### config.mk
export PLATFORM = sky130hd
export DESIGN_NAME = l4_perf_window
export DESIGN_NICKNAME = d
export VERILOG_FILES = /design/src/rtl/l4_perf_window_pkg.sv /design/src/rtl/l4_perf_wtimer.sv /design/src/rtl/l4_perf_window.sv
export SDC_FILE = /design/constraint.sdc
export NUM_CORES = 1
export LEC_CHECK = 0
export ABC_AREA = 1
export ABC_CLOCK_PERIOD_IN_PS = 3000
export CORE_MARGIN = 1.5
export CORE_UTILIZATION = 56
export DETAILED_ROUTE_END_ITERATION = 16
export GPL_TIMING_DRIVEN = 0
export PLACE_DENSITY = 0.82
export SYNTH_ARGS = -nofsm -noshare
export SYNTH_HDL_FRONTEND = slang
export SYNTH_HIERARCHICAL = 1
export SYNTH_SLANG_ARGS = --single-unit
export TNS_END_PERCENT = 30
### constraint.sdc
create_clock -name clk -period 3 [get_ports clk]
set_clock_uncertainty 0.15 [all_clocks]
set_input_delay 0.9 -clock clk [delete_from_list [all_inputs] [get_ports clk]]
set_output_delay 0.9 -clock clk [all_outputs]
set_load 0.03 [all_outputs]
### src/rtl/l4_perf_window_pkg.sv
// Shared definitions for the performance measurement-window controller:
// state encoding, default timer width and the registered output bundle.
package l4_perf_window_pkg;

  // Default width of the window-limit value and the window timer.
  localparam int TBITS_DEF = 16;

  // Controller state encoding.
  typedef logic [1:0] state_t;
  localparam state_t ST_IDLE  = 2'd0;
  localparam state_t ST_ARMED = 2'd1;
  localparam state_t ST_RUN   = 2'd2;
  localparam state_t ST_DONE  = 2'd3;

  // Registered outputs toward the cycle counter and the status register.
  typedef struct packed {
    logic cnt_clr;
    logic cnt_en;
    logic busy;
    logic done;
    logic timed_out;
  } win_out_t;

  // True in the states where the window is armed or open.
  function automatic logic is_busy(input state_t s);
    return (s == ST_ARMED) || (s == ST_RUN);
  endfunction

endpackage

### src/rtl/l4_perf_wtimer.sv
// Window timer: TBITS up-counter with synchronous clear, count enable and a
// terminal flag that fires on the last allowed cycle of a limited window.
module l4_perf_wtimer
  import l4_perf_window_pkg::*;
#(
  parameter int TBITS = TBITS_DEF
) (
  input  logic             clk,
  input  logic             reset,
  input  logic             clr,
  input  logic             en,
  input  logic [TBITS-1:0] limit,
  output logic             tc
);

  localparam logic [TBITS-1:0] ONE = TBITS'(1);

  logic [TBITS-1:0] cnt_q, cnt_d;

  // Clear wins over enable; with limit 0 the counter simply wraps.
  always_comb begin
    cnt_d = cnt_q;
    if (clr)     cnt_d = '0;
    else if (en) cnt_d = cnt_q + ONE;
  end

  // Counter register.
  always_ff @(posedge clk or posedge reset) begin
    if (reset) cnt_q <= '0;
    else       cnt_q <= cnt_d;
  end

  // Terminal compare: current cycle is the L-th enabled cycle (value L-1).
  assign tc = (limit != '0) && (cnt_q == (limit - ONE));

endmodule

### src/rtl/l4_perf_window.sv
// Measurement-window controller. Converts host arm/abort and datapath
// start/stop events into a count-clear pulse and count-enable for the
// downstream cycle counter, with an optional cycle limit and sticky status.
// All outputs are registered and decoded from the next state, so they line
// up with the state the FSM enters at each edge.
module l4_perf_window
  import l4_perf_window_pkg::*;
#(
  parameter int TBITS = TBITS_DEF
) (
  input  logic             clk,
  input  logic             reset,
  input  logic             arm,
  input  logic             abort,
  input  logic             start_evt,
  input  logic             stop_evt,
  input  logic [TBITS-1:0] limit,
  output logic             cnt_clr,
  output logic             cnt_en,
  output logic             busy,
  output logic             done,
  output logic             timed_out
);

  state_t           state_q, state_d;
  win_out_t         out_q, out_d;
  logic [TBITS-1:0] limit_q, limit_d;

  logic arm_acc;      // arm accepted this cycle (IDLE/DONE, no abort)
  logic limit_hit;    // window closes on the limit this cycle
  logic tmr_tc;

  // Arm is only honoured when idle or finished; abort always overrides it.
  assign arm_acc   = arm && !abort && ((state_q == ST_IDLE) || (state_q == ST_DONE));
  // Stop on the limit cycle wins, so a timeout needs stop_evt low.
  assign limit_hit = (state_q == ST_RUN) && !abort && !stop_evt && tmr_tc;

  l4_perf_wtimer #(.TBITS(TBITS)) u_wtimer (
    .clk   (clk),
    .reset (reset),
    .clr   (arm_acc),
    .en    (state_q == ST_RUN),
    .limit (limit_q),
    .tc    (tmr_tc)
  );

  // State register.
  always_ff @(posedge clk or posedge reset) begin
    if (reset) state_q <= ST_IDLE;
    else       state_q <= state_d;
  end

  // Next-state logic.
  always_comb begin
    state_d = state_q;
    if (abort) begin
      state_d = ST_IDLE;
    end else begin
      case (state_q)
        ST_IDLE:  if (arm_acc) state_d = ST_ARMED;
        // stop_evt alone is ignored while waiting for the window to open.
        ST_ARMED: if (start_evt) state_d = stop_evt ? ST_DONE : ST_RUN;
        ST_RUN:   if (stop_evt || tmr_tc) state_d = ST_DONE;
        ST_DONE:  if (arm_acc) state_d = ST_ARMED;
        default:  state_d = ST_IDLE;
      endcase
    end
  end

  // Output decode from the next state; timed_out is sticky only while DONE holds.
  always_comb begin
    out_d           = '0;
    out_d.cnt_clr   = arm_acc;
    out_d.cnt_en    = (state_d == ST_RUN);
    out_d.busy      = is_busy(state_d);
    out_d.done      = (state_d == ST_DONE);
    out_d.timed_out = limit_hit ||
                      ((state_q == ST_DONE) && (state_d == ST_DONE) && out_q.timed_out);
  end

  // Limit is captured only when an arm is accepted.
  always_comb begin
    limit_d = limit_q;
    if (arm_acc) limit_d = limit;
  end

  // Output and limit registers.
  always_ff @(posedge clk or posedge reset) begin
    if (reset) begin
      out_q   <= '0;
      limit_q <= '0;
    end else begin
      out_q   <= out_d;
      limit_q <= limit_d;
    end
  end

  assign cnt_clr   = out_q.cnt_clr;
  assign cnt_en    = out_q.cnt_en;
  assign busy      = out_q.busy;
  assign done      = out_q.done;
  assign timed_out = out_q.timed_out;

endmodule

; ---- Word level (Yosys, flattened, before mapping)
; Cells that the tools add are included.
[totals]
regBits = 39
input_bits = 22
out_inout_bits = 5
word_cells = 43
[op_classes]
addsub = 2
eq_ne = 7
n_mux = 8
n_reduce_logical = 18
[ops]
columns = operator, count
row1 = $mux W16, 2
row2 = $add A16 B1 Y16 const B, 1
row3 = $eq A16 B16 Y1, 1
row4 = $reduce_bool A16 Y1, 1
row5 = $sub A16 B1 Y16 const B, 1
row6 = $eq A2 B2 Y1 const B, 4
row7 = $logic_and A1 B1 Y1, 8
row8 = $mux W2, 4
row9 = $pmux W2 S3, 1
row10 = $eq A2 B1 Y1 const B, 2
row11 = $logic_or A1 B1 Y1, 4
row12 = $logic_not A1 Y1, 2
row13 = $logic_not A2 Y1, 1
row14 = $reduce_bool A2 Y1, 1
row15 = $reduce_or A2 Y1, 1
row16 = $mux W1, 1

; ---- Depth between registers and ports, before layout
[depth]
ltp_word = 11
depth_mapped = 19
depth_no_buf = 19

; ---- Cells and area by module
; The synthesis kept the hierarchy.
[modules_own_cells]
columns = module, instances, cells_each, area_per_inst_um2, seq_area_each_um2
row1 = l4_perf_wtimer, 1, 237, 1468.9, 400.4
row2 = l4_perf_window, 1, 103, 963.4, 575.6

; ---- Worst setup path after synthesis
; No wires, ideal clock.
[synth_path]
path_kind = input to register
start = input port abort
end = register u_wtimer.cnt_q[13]
setup_time_ps = 123
arrival_ps = 2028
required_time_ps = 2727
setup_slack_ps = 698
stages = 10
cell_sequence = inv_2 -> nand3_4 -> inv_4 -> buf_6 -> nor2_2 -> nor2_2 -> and3_1 -> nand3_1 -> o21ai_0 -> a21oi_1
[synth_between]
elab_chain_cells = 4
elab_cells_between_ends = 5
[synth_lines]
columns = item, line_no
row1 = "start, declared", l4_perf_window.sv:14  ; input logic abort,
row2 = $logic_not A1 Y1 *, l4_perf_window.sv:34  ; assign arm_acc = arm && !abort && ((state_q == ST_IDLE) || (state_q == ST_DONE));
row3 = $logic_and A1 B1 Y1 * (2 in series), l4_perf_window.sv:34
row4 = net arm_acc, l4_perf_window.sv:29  ; logic arm_acc;
row5 = $mux W16 / $reduce_bool A2 Y1 (equally long branches), --
row6 = "end signal, assigned", l4_perf_wtimer.sv:30  ; else cnt_q <= cnt_d;
row7 = "end, declared", l4_perf_wtimer.sv:18  ; logic [TBITS-1:0] cnt_q, cnt_d;
; Mark *: on every way through the listed nets, which the timed path passes. The rest lies on a longest branch.
; A chain may end at the register's enable or synchronous reset.

; ---- Worst setup path in the final report
; Ends and elaborated chain as after synthesis.

==> impl_metrics.tcl <==
set metrics [dict create \
    status "complete, no violations" \
    drc 0 \
    fin_crit_ps 2780 \
    die-area_um2 4750 \
    fmaxAchievable_mhz 360 \
    fin_util_pct 70.4 \
    critPathKind "in2reg" \
    crit_family "buffers and inverters" \
    end_kind "register" \
    antenna_found_initial 0 \
    drt-pass1-iter-count 4 \
    viasPerCell 5.22 \
    synth_area_um2 2430 \
    io_buffers 26 \
    cts_buffers 5 \
    core.rowCount 23 \
    clk_latency_ps 290 \
    cts_setup_buffers 0 \
    syn_inst 340 \
    grt_pass1_vias 2134 \
    ios 27 \
    path_buf_inv 4 \
    ir_drop_mv 0.508 \
    synth.largest_area_cell "dfrtp_1" \
    cts_tree "done" \
    relSlewSlack_pct 41.5 \
    synth_top_family_by_area "simple AND/OR/NAND/NOR gates" \
    path_max_fanout 14 \
    crit_end "u_wtimer/cnt_q[13]" \
    h-tree-depth 2 \
    grt_max_degree 24 \
    cp_slowest_cell "clkdlybuf4s50_1" \
    gp_congestion 0.941 \
    critical_path_required_ps 3030 \
    syn_area_per_cell_um2 7.15 \
    finalHoldViolCount 0 \
    worst_slack_ps 219 \
    worstReg2RegEnd "timed_out" \
    period_share_pct 92.7 \
    cap_violations 0 \
    synth_fa_ha_area_share_pct 3.60 \
    synthTopCellsByArea "dfrtp_1, nand2_1, inv_1" \
    cts_hold_buf 0 \
    power.total_w 0.00238 \
    cts.sinks 39 \
    gr-total-overflow 0 \
    synth-compound-area-share_pct 7.15 \
    grt_use_total_pct 26.7 \
    routed_wl_um 5340 \
    layout.nets 402 \
    power_leakage_nw 1.48 \
    cts_root_buf "clkbuf_8" \
    path_clk_slew_ps 80 \
    die_x_um 68.9 \
    synth.top_cell.area_share_pct 40.1 \
    powerDensity_nw_per_um2 826 \
    grt_first_pass_wirelength_um 9370 \
    crit_cells 11 \
    drive_gt1_share_pct 8.56 \
    rsz0062_at_grt "false" \
    first_iter_violations 157 \
    yosysUniqueCellTypes 30 \
    design.core.area_um2 4090 \
    fin_area_um2 2880 \
    area_growth_pct 18.2 \
    rr_worst_depth 19 \
    ys_warn_count 6 \
    synth_xor_area_share_pct 4.68 \
    syn_nets 369 \
    die_y_um 68.9 \
    crit_top_cell "nor2_2" \
    startpoint "abort" \
    antenna_cells 0 \
    r2r_slack_ps 330 \
    start_util_pct 59.5 \
    routed-via-count 2213 \
    pre_cts_ws_ps -60.3 \
    cts_buffer_depth 2 \
    finalSetupViolCount 0 \
    yosysSeqAreaShare_pct 40.1 \
    synth_simple_gate_area_share_pct 36.3 \
    wire_per_inst_um 12.6 \
    tightest_slew_ps 877 \
    max_stage_delay_ps 450 \
    synthMuxAreaShare_pct 0 \
    post_cts_resized 0 \
    whs_ps 372 \
    cp-start-kind "input pin" \
    min_path_type "reg2reg" \
    dpl-instance-area_um2 2760 \
    critPathArrivalTime_ps 2810 \
    report.final.slew_viol_count 0 \
    ant_nets 0 \
    crit_chain "clkdlybuf4s50_1 -> inv_2 -> nand3_4 -> inv_4 -> buf_6 -> nor2_2 -> nor2_2 -> and3_1 -> nand3_1 -> o21ai_0 -> a21oi_1" \
    dp_hpwl_um 3930 \
    synth-seq-cells 39 \
    timing.rr.start "limit_q[0]" \
]
sequential cells by signal (all words and copies together), names as in the netlist:
signal,cells
cnt_clr,1
timed_out,1
done,1
state_q,2
busy,1
limit_q,16
u_wtimer/cnt_q,16
cnt_en,1
cells by family (layout without fill, tap and decap cells):
kind of cell | count (synthesis) | in the layout
and+or+nand+nor | 199 | 199
buffers and inverters | 48 | 82
DFF | 39 | 39
AOI/OAI and AO/OA | 34 | 34
xor gates and xnor gates | 13 | 13
adders and majority gates | 7 | 7
power breakdown:
part           leakage (nW)  internal (W)  switching [W]
sequential            0.515      0.000667       0.000166
combinational         0.900      0.000413       0.000671
clock                0.0612      0.000269       0.000190
total                  1.48       0.00135        0.00103
area by class of cell:
class / count / area (um^2)
multi-input combinational: 253 / 1260
fill: 345 / 1210
sequential: 39 / 976
timing repair buffer: 26 / 260
inverter: 45 / 171
clock buffer: 6 / 82.6
tap: 50 / 62.6
clock inverter: 2 / 35.0
buffer: 3 / 26.3
synth_stat cells:
cell	n
nand2_1	116
inv_1	43
dfrtp_1	39
nor2_1	32
nand3_1	22
o21ai_0	17
a21oi_1	14
xor2_1	9
ha_1	7
nor2_2	7
nand2_2	4
nor3_1	4
xnor2_1	4
nand4_1	3
buf_4	2
nand3_2	2
nand3b_1	2
a31oi_1	1
and3_1	1
buf_6	1
inv_2	1
inv_4	1
nand3_4	1
nor2_4	1
nor3_2	1
nor3_4	1
nor3b_1	1
o21ai_1	1
o21bai_1	1
or2_2	1
through the flow:
stage	std cells	setup TNS (ps)
final	424	0
after global routing	424	0
after CTS	424	0
after detailed placement	416	-60.3
after global placement	416	-36.7
after floorplan	340	0
worst min-delay path by stage:
| stage | startpoint | slack, ps | to | cells after the start |
|---|---|---|---|---|
| 3_3_place_gp | limit_q[0] | 340 | limit_q[0] | 2 |
| 3_5_place_dp | timed_out | 350 | timed_out | 2 |
| 2_1_floorplan | limit_q[0] | 320 | limit_q[0] | 2 |
| 6_report | timed_out | 370 | timed_out | 2 |
| 4_1_cts | timed_out | 380 | timed_out | 2 |
| 5_1_grt | timed_out | 400 | timed_out | 2 |
metal layers:
| layer | vias to the layer above | share of wire, % | track usage [%] |
|---|---|---|---|
| met4 | 0 | 1.0 | 9.80 |
| met1 | 1017 | 46 | 35.8 |
| met3 | 4 | 5.0 | 3.90 |
| li1 | 1136 | - | - |
| met2 | 56 | 47 | 43.9 |
| met5 | - | 0 | 0 |
cell usage in the layout (no fill, tap or decap), drive strengths merged:
| cell type | count |
|---|---|
| o21bai | 1 |
| xnor2 | 4 |
| or2 | 1 |
| dfrtp | 39 |
| nand3 | 25 |
| clkbuf | 6 |
| and3 | 1 |
| clkdlybuf4s50 | 26 |
| xor2 | 9 |
| nor3 | 6 |
| bufinv | 1 |
| clkinv | 1 |
| a31oi | 1 |
| nand4 | 3 |
| nor3b | 1 |
| a21oi | 14 |
| inv | 45 |
| nand2 | 120 |
| nand3b | 2 |
| ha | 7 |
| nor2 | 40 |
| o21ai | 18 |
| buf | 3 |
worst min-delay path, cell delays in order, from the launching register on:
cell and delay, ps:
dfrtp_1 360, nand3_1 80, nand2_1 60
No activity file was read; power rests on OpenSTA's default activity.
